===== src/rtl/vga_bus_pkg.sv =====
// Shared VGA bus definitions: responder FSM encoding and framebuffer geometry.
package vga_bus_pkg;

   typedef enum logic [1:0] {
      ST_IDLE  = 2'd0,
      ST_ADDR  = 2'd1,
      ST_WAIT  = 2'd2,
      ST_BURST = 2'd3
   } state_t;

   localparam int          RES_X     = 320;
   localparam int          RES_Y     = 240;
   localparam int          BURST_LEN = 8;
   localparam logic [31:0] FB_BASE   = 32'h0000_1050;
   // two 8-bit pixels per 16-bit word
   localparam int          FB_WORDS  = RES_X * RES_Y / 2;

endpackage


===== src/rtl/count_reg.sv =====
// Generic up-counter with synchronous clear and count enable.
module count_reg #(
   parameter int W = 4
) (
   input  logic         clk,
   input  logic         reset,
   input  logic         clr,
   input  logic         en,
   output logic [W-1:0] q
);

   always_ff @(posedge clk) begin
      if (reset)
         q <= '0;
      else if (clr)
         q <= '0;
      else if (en)
         q <= q + W'(1);
   end

endmodule


===== src/rtl/fb_burst_responder.sv =====
// Burst-read target for the VGA bus: acks a request, holds wait while prefetching,
// then streams BURST_LEN framebuffer words one per cycle with per-beat range checking.
module fb_burst_responder #(
   parameter int                DATA_W      = 16,
   parameter int                ADDR_W      = 32,
   parameter int                MEM_AW      = 16,
   parameter int                BURST_LEN   = vga_bus_pkg::BURST_LEN,
   parameter int                WAIT_CYCLES = 2,
   parameter logic [ADDR_W-1:0] FB_BASE     = ADDR_W'(vga_bus_pkg::FB_BASE),
   parameter int                FB_WORDS    = vga_bus_pkg::FB_WORDS
) (
   input  logic              clk,
   input  logic              reset,
   input  logic              bus_req,
   input  logic [ADDR_W-1:0] bus_addr,
   output logic              bus_ack,
   output logic              bus_wait,
   output logic [DATA_W-1:0] bus_data,
   output logic              bus_dvalid,
   output logic              mem_rd_en,
   output logic [MEM_AW-1:0] mem_addr,
   input  logic [DATA_W-1:0] mem_rdata,
   output logic              busy,
   output logic              range_err
);

   import vga_bus_pkg::*;

   localparam int                CNT_MAX   = (WAIT_CYCLES > BURST_LEN) ? WAIT_CYCLES : BURST_LEN;
   localparam int                CNT_W     = $clog2(CNT_MAX + 1);
   localparam logic [CNT_W-1:0]  WAIT_LAST = CNT_W'(WAIT_CYCLES);
   localparam logic [CNT_W-1:0]  BEAT_LAST = CNT_W'(BURST_LEN - 1);
   localparam logic [ADDR_W-1:0] FB_END    = ADDR_W'(FB_WORDS);

   state_t              state, state_nxt;
   logic [CNT_W-1:0]    cnt;
   logic                cnt_clr, cnt_en;
   logic [ADDR_W-1:0]   addr_reg;
   logic [ADDR_W-1:0]   beat_off, rd_off;
   logic                beat_ok, rd_ok;
   logic                wait_done, beat_last, rd_phase;

   // One counter serves both the wait phase and the beat phase.
   count_reg #(.W(CNT_W)) u_cnt (
      .clk   (clk),
      .reset (reset),
      .clr   (cnt_clr),
      .en    (cnt_en),
      .q     (cnt)
   );

   assign wait_done = (state == ST_WAIT) && (cnt == WAIT_LAST);
   assign beat_last = (cnt == BEAT_LAST);
   assign cnt_clr   = (state == ST_ADDR) || wait_done;
   assign cnt_en    = (state == ST_WAIT) || (state == ST_BURST);

   // The read issued in a cycle is for the beat after the one currently on the bus.
   assign beat_off = addr_reg + ADDR_W'(cnt);
   assign rd_off   = (state == ST_BURST) ? beat_off + ADDR_W'(1) : addr_reg;
   assign beat_ok  = beat_off < FB_END;
   assign rd_ok    = rd_off < FB_END;

   always_ff @(posedge clk) begin
      if (reset)
         state <= ST_IDLE;
      else
         state <= state_nxt;
   end

   always_comb begin
      state_nxt = state;
      case (state)
         ST_IDLE:  if (bus_req) state_nxt = ST_ADDR;
         ST_ADDR:  state_nxt = bus_req ? ST_WAIT : ST_IDLE;
         ST_WAIT:  if (!bus_req) state_nxt = ST_IDLE;
                   else if (wait_done) state_nxt = ST_BURST;
         ST_BURST: if (!bus_req || beat_last) state_nxt = ST_IDLE;
         default:  state_nxt = ST_IDLE;
      endcase
   end

   always_comb begin
      bus_ack    = 1'b0;
      bus_wait   = 1'b0;
      bus_dvalid = 1'b0;
      bus_data   = '0;
      rd_phase   = 1'b0;
      case (state)
         ST_IDLE:  bus_ack = bus_req & ~reset;
         ST_ADDR:  bus_wait = 1'b1;
         ST_WAIT: begin
            bus_wait = ~wait_done;
            rd_phase = wait_done & bus_req;
         end
         ST_BURST: begin
            bus_dvalid = bus_req;
            bus_data   = (bus_req && beat_ok) ? mem_rdata : '0;
            rd_phase   = bus_req & ~beat_last;
         end
         default: ;
      endcase
      mem_rd_en = rd_phase & rd_ok;
      mem_addr  = rd_phase ? rd_off[MEM_AW-1:0] : '0;
      busy      = (state != ST_IDLE);
   end

   always_ff @(posedge clk) begin
      if (reset)
         addr_reg <= '0;
      else if (state == ST_ADDR)
         addr_reg <= bus_addr - FB_BASE;
   end

   always_ff @(posedge clk) begin
      if (reset)
         range_err <= 1'b0;
      else if ((state == ST_BURST) && bus_req && !beat_ok)
         range_err <= 1'b1;
   end

endmodule


===== config.mk =====
export PLATFORM = sky130hd
export DESIGN_NAME = fb_burst_responder
export DESIGN_NICKNAME = d
export VERILOG_FILES = /design/src/rtl/vga_bus_pkg.sv /design/src/rtl/count_reg.sv /design/src/rtl/fb_burst_responder.sv
export SDC_FILE = /design/constraint.sdc
export NUM_CORES = 1
export LEC_CHECK = 0
export ABC_AREA = 1
export CORE_ASPECT_RATIO = 0.7
export CORE_MARGIN = 3
export CORE_UTILIZATION = 40
export DETAILED_ROUTE_END_ITERATION = 7
export DONT_BUFFER_PORTS = 1
export PLACE_DENSITY = 0.5
export SLEW_MARGIN = 20
export SYNTH_ARGS = -nofsm -noshare
export SYNTH_HDL_FRONTEND = slang
export SYNTH_HIERARCHICAL = 1
export SYNTH_SLANG_ARGS = --single-unit

===== constraint.sdc =====
create_clock -name clk -period 7.5 [get_ports clk]
set_clock_uncertainty 0.15 [all_clocks]
set_input_delay 2.25 -clock clk [delete_from_list [all_inputs] [get_ports clk]]
set_output_delay 2.25 -clock clk [all_outputs]
set_load 0.02 [all_outputs]

* Word-level counts from Yosys, hierarchy flattened *
Cells that the tools add are included.

storage, ports and cells
  input port bits = 51
  bits in registers = 39
  memories kept = 0
  memory bits (read-only) = 0
  output and inout bits = 38
  bits in writable memories = 0
  latch bits = 0

operators by class
  multipliers = 0
  $lt $le $gt $ge = 2
  shifts and indexed selects = 0
  add/subtract/negate cells = 4
  reduce and logical (&&, ||, !) cells = 13
  bitwise gates (word level) = 7
  div/mod/pow operators = 0
  multiplexer cells = 14
  equal/unequal tests = 8

operator list
  kind                                                                             number
  32-bit by 16-bit less-than comparator with 1-bit output (second input constant)  2
  16-bit two-way mux                                                               3
  32-bit by 1-bit adder with 32-bit output (second input constant)                 1
  32-bit by 4-bit adder with 32-bit output                                         1
  32-bit two-way mux                                                               1
  32-bit by 13-bit subtractor with 32-bit output (second input constant)           1
  2-bit two-way mux                                                                5
  2-bit one-hot mux with 4 select lines                                            1
  4-bit by 1-bit adder with 4-bit output (second input constant)                   1
  1-bit bitwise AND                                                                4
  2-bit == test (second input constant)                                            2
  4-bit by 2-bit == test with 1-bit output (second input constant)                 1
  4-bit by 3-bit == test with 1-bit output (second input constant)                 1
  1-bit logical AND                                                                4
  1-bit one-hot mux with 2 select lines                                            2
  1-bit logical OR                                                                 3
  3-bit inequality test (second input constant)                                    1
  1-bit inverter                                                                   3
  3-bit AND reduction                                                              1
  2-bit by 1-bit == test with 1-bit output (second input constant)                 1
  1-bit logical NOT                                                                2
  2-bit logical NOT                                                                1
  1-bit two-way mux                                                                2
  2-bit by 1-bit inequality test with 1-bit output (second input constant)         1
  3 further kinds                                                                  3

* Depth between registers and ports, before layout *
  depth after elaboration = 5
  depth in mapped cells = 22
  gate-level depth less buffers = 22

* By module *
Netlist, hierarchy kept.

by module, submodules not included
  module              area each (um2)  seq. area each (um2)  cells an instance  instances
  fb_burst_responder  5032.3           700.7                 903                1
  count_reg           168.9            80.1                  22                 1

* Worst setup path before layout *
No wires, ideal clock.

  path type = input to output
  start point = in bus_req
  end point = out mem_addr[4]
  setup slack = 1.731 ns
  stages = 5
  arrival = 3.369 ns
  path through = nand2_1 o21ai_0 o21ai_1 clkbuf_1 a211oi_1

on the way
  cells in the longest elaborated chain, start to end = 3
  elaborated cells between the ends (all ways) = 4

ends and longest elaborated chain
  item                                     RTL line                                            RTL
  from (decl)                              fb_burst_responder.sv:14                            input logic bus_req,
  1-bit bitwise AND (on tied branches)     fb_burst_responder.sv:98, fb_burst_responder.sv:93
  1-bit one-hot mux with 2 select lines *  fb_burst_responder.sv:88                            case (state)
  16-bit two-way mux *                     fb_burst_responder.sv:103                           mem_addr = rd_phase ? rd_off[MEM_AW-1:0] : '0;
  to (decl)                                fb_burst_responder.sv:21                            output logic [MEM_AW-1:0] mem_addr,

Every way passes the cells marked *; elsewhere a longest branch is shown, timed or not.

* Worst setup path in the final report *
  start point = reg u_cnt.q[0]
  end point = out mem_rd_en

on the way
  cells in the longest elaborated chain, start to end = 5
  elaborated cells between the ends (all ways) = 12

ends and longest elaborated chain
  item                                                                                                              RTL line                                            RTL
  from (decl)                                                                                                       count_reg.sv:9                                      output logic [W-1:0] q
  from (signal assigned)                                                                                            count_reg.sv:18                                     q <= q + W'(1);
  32-bit by 4-bit adder with 32-bit output (tied with other cells)                                                  fb_burst_responder.sv:58                            assign beat_off = addr_reg + ADDR_W'(cnt);
  32-bit by 1-bit adder with 32-bit output (tied with other cells)                                                  fb_burst_responder.sv:59                            assign rd_off = (state == ST_BURST) ? beat_off + ADDR_W'(1) : addr_reg;
  32-bit two-way mux (tied with other cells)                                                                        fb_burst_responder.sv:59
  32-bit by 16-bit less-than comparator with 1-bit output or 1-bit one-hot mux with 2 select lines (tied branches)  fb_burst_responder.sv:61, fb_burst_responder.sv:88
  1-bit bitwise AND *                                                                                               fb_burst_responder.sv:102                           mem_rd_en = rd_phase & rd_ok;
  to (decl)                                                                                                         fb_burst_responder.sv:20                            output logic mem_rd_en,

Marks and branches as above.

==> results.py <==
metrics = {
    "status": {
        "outcome": "complete, no violations",
    },
    "timing": {
        "fin_crit_ns": 6.21,
        "fmax_ghz": 0.161,
        "relSlewSlack": 0.524,
        "drv_slew": 0,
        "rsz0062_at_grt": "false",
        "setup-violations-final": 0,
        "timing.final.crit_share": 0.828,
        "worst_slew_pin_slew_ns": 0.710,
        "finalHoldViolCount": 0,
        "finalSetupTns_ns": 0,
    },
    "setup_path": {
        "endpoint_kind": "output pin",
        "start_kind": "flop",
        "worstPathMaxFanout": 7,
        "critPathArrivalTime_ns": 3.81,
        "crit_type": "flop to output pin",
        "regToRegSetupSlack_ns": 3.93,
        "cp.required_ns": 5.10,
        "rr_worst_depth": 15,
        "r2r_end": "range_err$_SDFFE_PP0P_",
        "r2r-start": "u_cnt/q[0]$_SDFFE_PP0P_",
    },
    "hold_path": {
        "hold_end": "addr_reg[0]$_SDFFE_PP0P_",
        "hold_path_class": "flop to flop",
        "min_path_cells": 2,
        "holdCritStartpoint": "addr_reg[0]$_SDFFE_PP0P_",
    },
    "logic_synthesis": {
        "synth_top_cells_by_count": "nand2_1 (237), inv_1 (130), nor2_1 (122)",
        "syn_nets": 988,
        "yosysUniqueCellTypes": 42,
        "seq_area_frac_synth": 0.150,
        "ys_ff_latch": 39,
        "yosysTopAreaCell": "nand2_1",
        "synth_top_cells_by_area": "nand2_1 (17%), dfxtp_1 (15%), inv_1 (9.4%)",
        "synth_flop_cell": "dfxtp_1",
        "synth_edf_count": 0,
        "synth-async-reset-ratio": 0,
        "syn_area_per_cell_um2": 5.62,
        "syn_area_mm2": 0.00520,
        "synth_top_area_frac": 0.171,
        "synth.most_common_cell": "nand2_1",
        "synthCells": 925,
        "yosysWarningCount": 6,
    },
    "clock_network": {
        "clkLatencyLatePin_ns": 0.29,
        "clock_path_buffers": 2,
        "post_cts_resize_count": 0,
        "post_cts_buffers": 0,
        "clk_pin_slew_ns": 0.06,
        "ctsHoldBuffers": 0,
        "clkSinkCount": 39,
        "numCtsBuffers": 5,
        "h-tree-depth": 2,
        "cts_tree": "built",
        "clockRootBuffer": "clkbuf_16",
    },
    "die": {
        "die_w_um": 142,
        "design.core.area_mm2": 0.0125,
        "start_util": 0.414,
        "dieArea_mm2": 0.0144,
        "row_count": 34,
        "ioPinCount": 89,
        "fp.dieH_um": 101,
    },
    "routing": {
        "remaining_drc_errors": 0,
        "ant_nets": 0,
        "drtIter0Drc": 339,
        "firstDrtPassIters": 4,
        "wirelength_um": 16600,
        "wl_per_cell_um": 15.4,
        "vias": 5721,
        "viasPerCell": 5.29,
    },
    "power": {
        "power_uw": 1250,
        "powerDensity_mw_per_mm2": 226,
        "p_leak_uw": 0.00250,
        "vdd.ir_drop.worst_uv": 163,
    },
    "finish": {
        "largest_register_ffs": 32,
        "nets": 981,
        "post-route-util": 0.440,
        "n_antenna_cell": 0,
        "final_layout_size_suffix_gt1_frac": 0.141,
        "fillers": 1371,
        "syn2layout_area_growth_pct": 6.21,
    },
    "run": {
        "max-cap-violations": 0,
    },
    "placement": {
        "port_buffers": 0,
        "gp_congestion": 0.956,
        "dpl.hpwl_um": 14100,
    },
    "global_route": {
        "grt_max_degree": 39,
        "grtUsageTotal": 0.232,
        "gr-total-overflow": 0,
        "antenna_found_initial": 0,
        "grt_pass1_wl_um": 26500,
        "first_global_vias": 5160,
    },
}
-- worst max-delay path: stages, from the launching register on --
cell     delay, ns
dfxtp_1       0.44
ha_1          0.26
inv_1         0.07
fa_1          0.42
inv_1         0.17
nand3_1       0.11
nand2_2       0.13
nand2_1       0.13
o21ai_1       0.17
nand2_2       0.14
nor2_2        0.16
nand2_1       0.09
inv_1         0.06
nand2_1       0.05
nor2_1        0.26
nand3_1       0.11
nand2_1       0.12
nand4_1       0.14
nand2_1       0.09
nand2_1       0.05
nor2_1        0.35
-- logic make-up (layout without fill, tap and decap cells) --
kind of cell | count (synthesis) | in the layout | synth area share
simple gates | 572 | 572 | 0.538
buf+inv | 164 | 158 | 0.121
compound gates | 115 | 115 | 0.120
flops | 39 | 39 | 0.150
xor+xnor | 23 | 23 | 0.0402
fa+ha+maj | 12 | 12 | 0.0303
-- through the flow --
step / hold WS [ns] / std cells / instance area [um^2] / worst slack [ns]
after global placement: 0.375 / 1073 / 5360 / 1.54
after detailed placement: 0.379 / 1073 / 5360 / 1.56
final: 0.396 / 1081 / 5520 / 1.29
after floorplan: 0.334 / 925 / 5200 / 1.73
after CTS: 0.397 / 1081 / 5520 / 1.33
after global routing: 0.427 / 1081 / 5520 / 0.961
-- per-layer routing --
| layer | up-vias | share of wire | routed length [um] | GRT usage |
|---|---|---|---|---|
| li1 | 2927 | - | - | - |
| met1 | 2619 | 0.52 | 8700 | 0.343 |
| met2 | 159 | 0.41 | 6740 | 0.354 |
| met3 | 16 | 0.059 | 975 | 0.0415 |
| met4 | 0 | 0.013 | 214 | 0.0438 |
| met5 | - | 0 | 0 | 0 |
-- power breakdown --
group	internal, uW	switching [uW]
clock network	157	90.0
registers	271	90.4
logic	193	448
total	620	628
-- cells in the final DEF, fill, tap and decap left out, drive strengths merged --
| cell | synthesis | routed |
|---|---|---|
| nand3 | 88 | 88 |
| o21a | 1 | 1 |
| o221ai | 1 | 1 |
| xnor2 | 13 | 13 |
| buf | 3 | 5 |
| a211oi | 3 | 3 |
| nand3b | 3 | 3 |
| nor2 | 164 | 164 |
| nor4 | 4 | 4 |
| clkbuf | 16 | 5 |
| o21ai | 61 | 61 |
| bufinv | 0 | 1 |
| ha | 11 | 11 |
| fa | 1 | 1 |
| inv | 142 | 142 |
| or2 | 3 | 3 |
| clkinv | 3 | 5 |
| nand4 | 16 | 16 |
| dfxtp | 39 | 39 |
| o211ai | 10 | 10 |
| nand2 | 281 | 281 |
| a21oi | 34 | 34 |
| a31oi | 5 | 5 |
| nor3 | 13 | 13 |
| xor2 | 10 | 10 |
-- area by class of cell --
| cell class | instances | area [um^2] | share of cell area |
|---|---|---|---|
| clock inverter | 3 | 43.8 | 0.00793 |
| tap | 162 | 203 | 0.0367 |
| multi-input combinational | 722 | 3790 | 0.686 |
| timing repair buffer | 5 | 37.5 | 0.00680 |
| clock buffer | 5 | 125 | 0.0227 |
| sequential | 39 | 781 | 0.141 |
| inverter | 145 | 546 | 0.0988 |
-- worst max-delay path by stage --
stage                             from           end  slack (ns)
3_3_place_gp                   bus_req     mem_rd_en        1.54
4_1_cts        u_cnt/q[0]$_SDFFE_PP0P_  bus_data[15]        1.33
2_1_floorplan                  bus_req   mem_addr[4]        1.73
3_5_place_dp                   bus_req     mem_rd_en        1.56
5_1_grt        u_cnt/q[0]$_SDFFE_PP0P_   bus_data[3]        0.96
6_report       u_cnt/q[0]$_SDFFE_PP0P_     mem_rd_en        1.29
No activity file was read; power rests on OpenSTA's default activity.
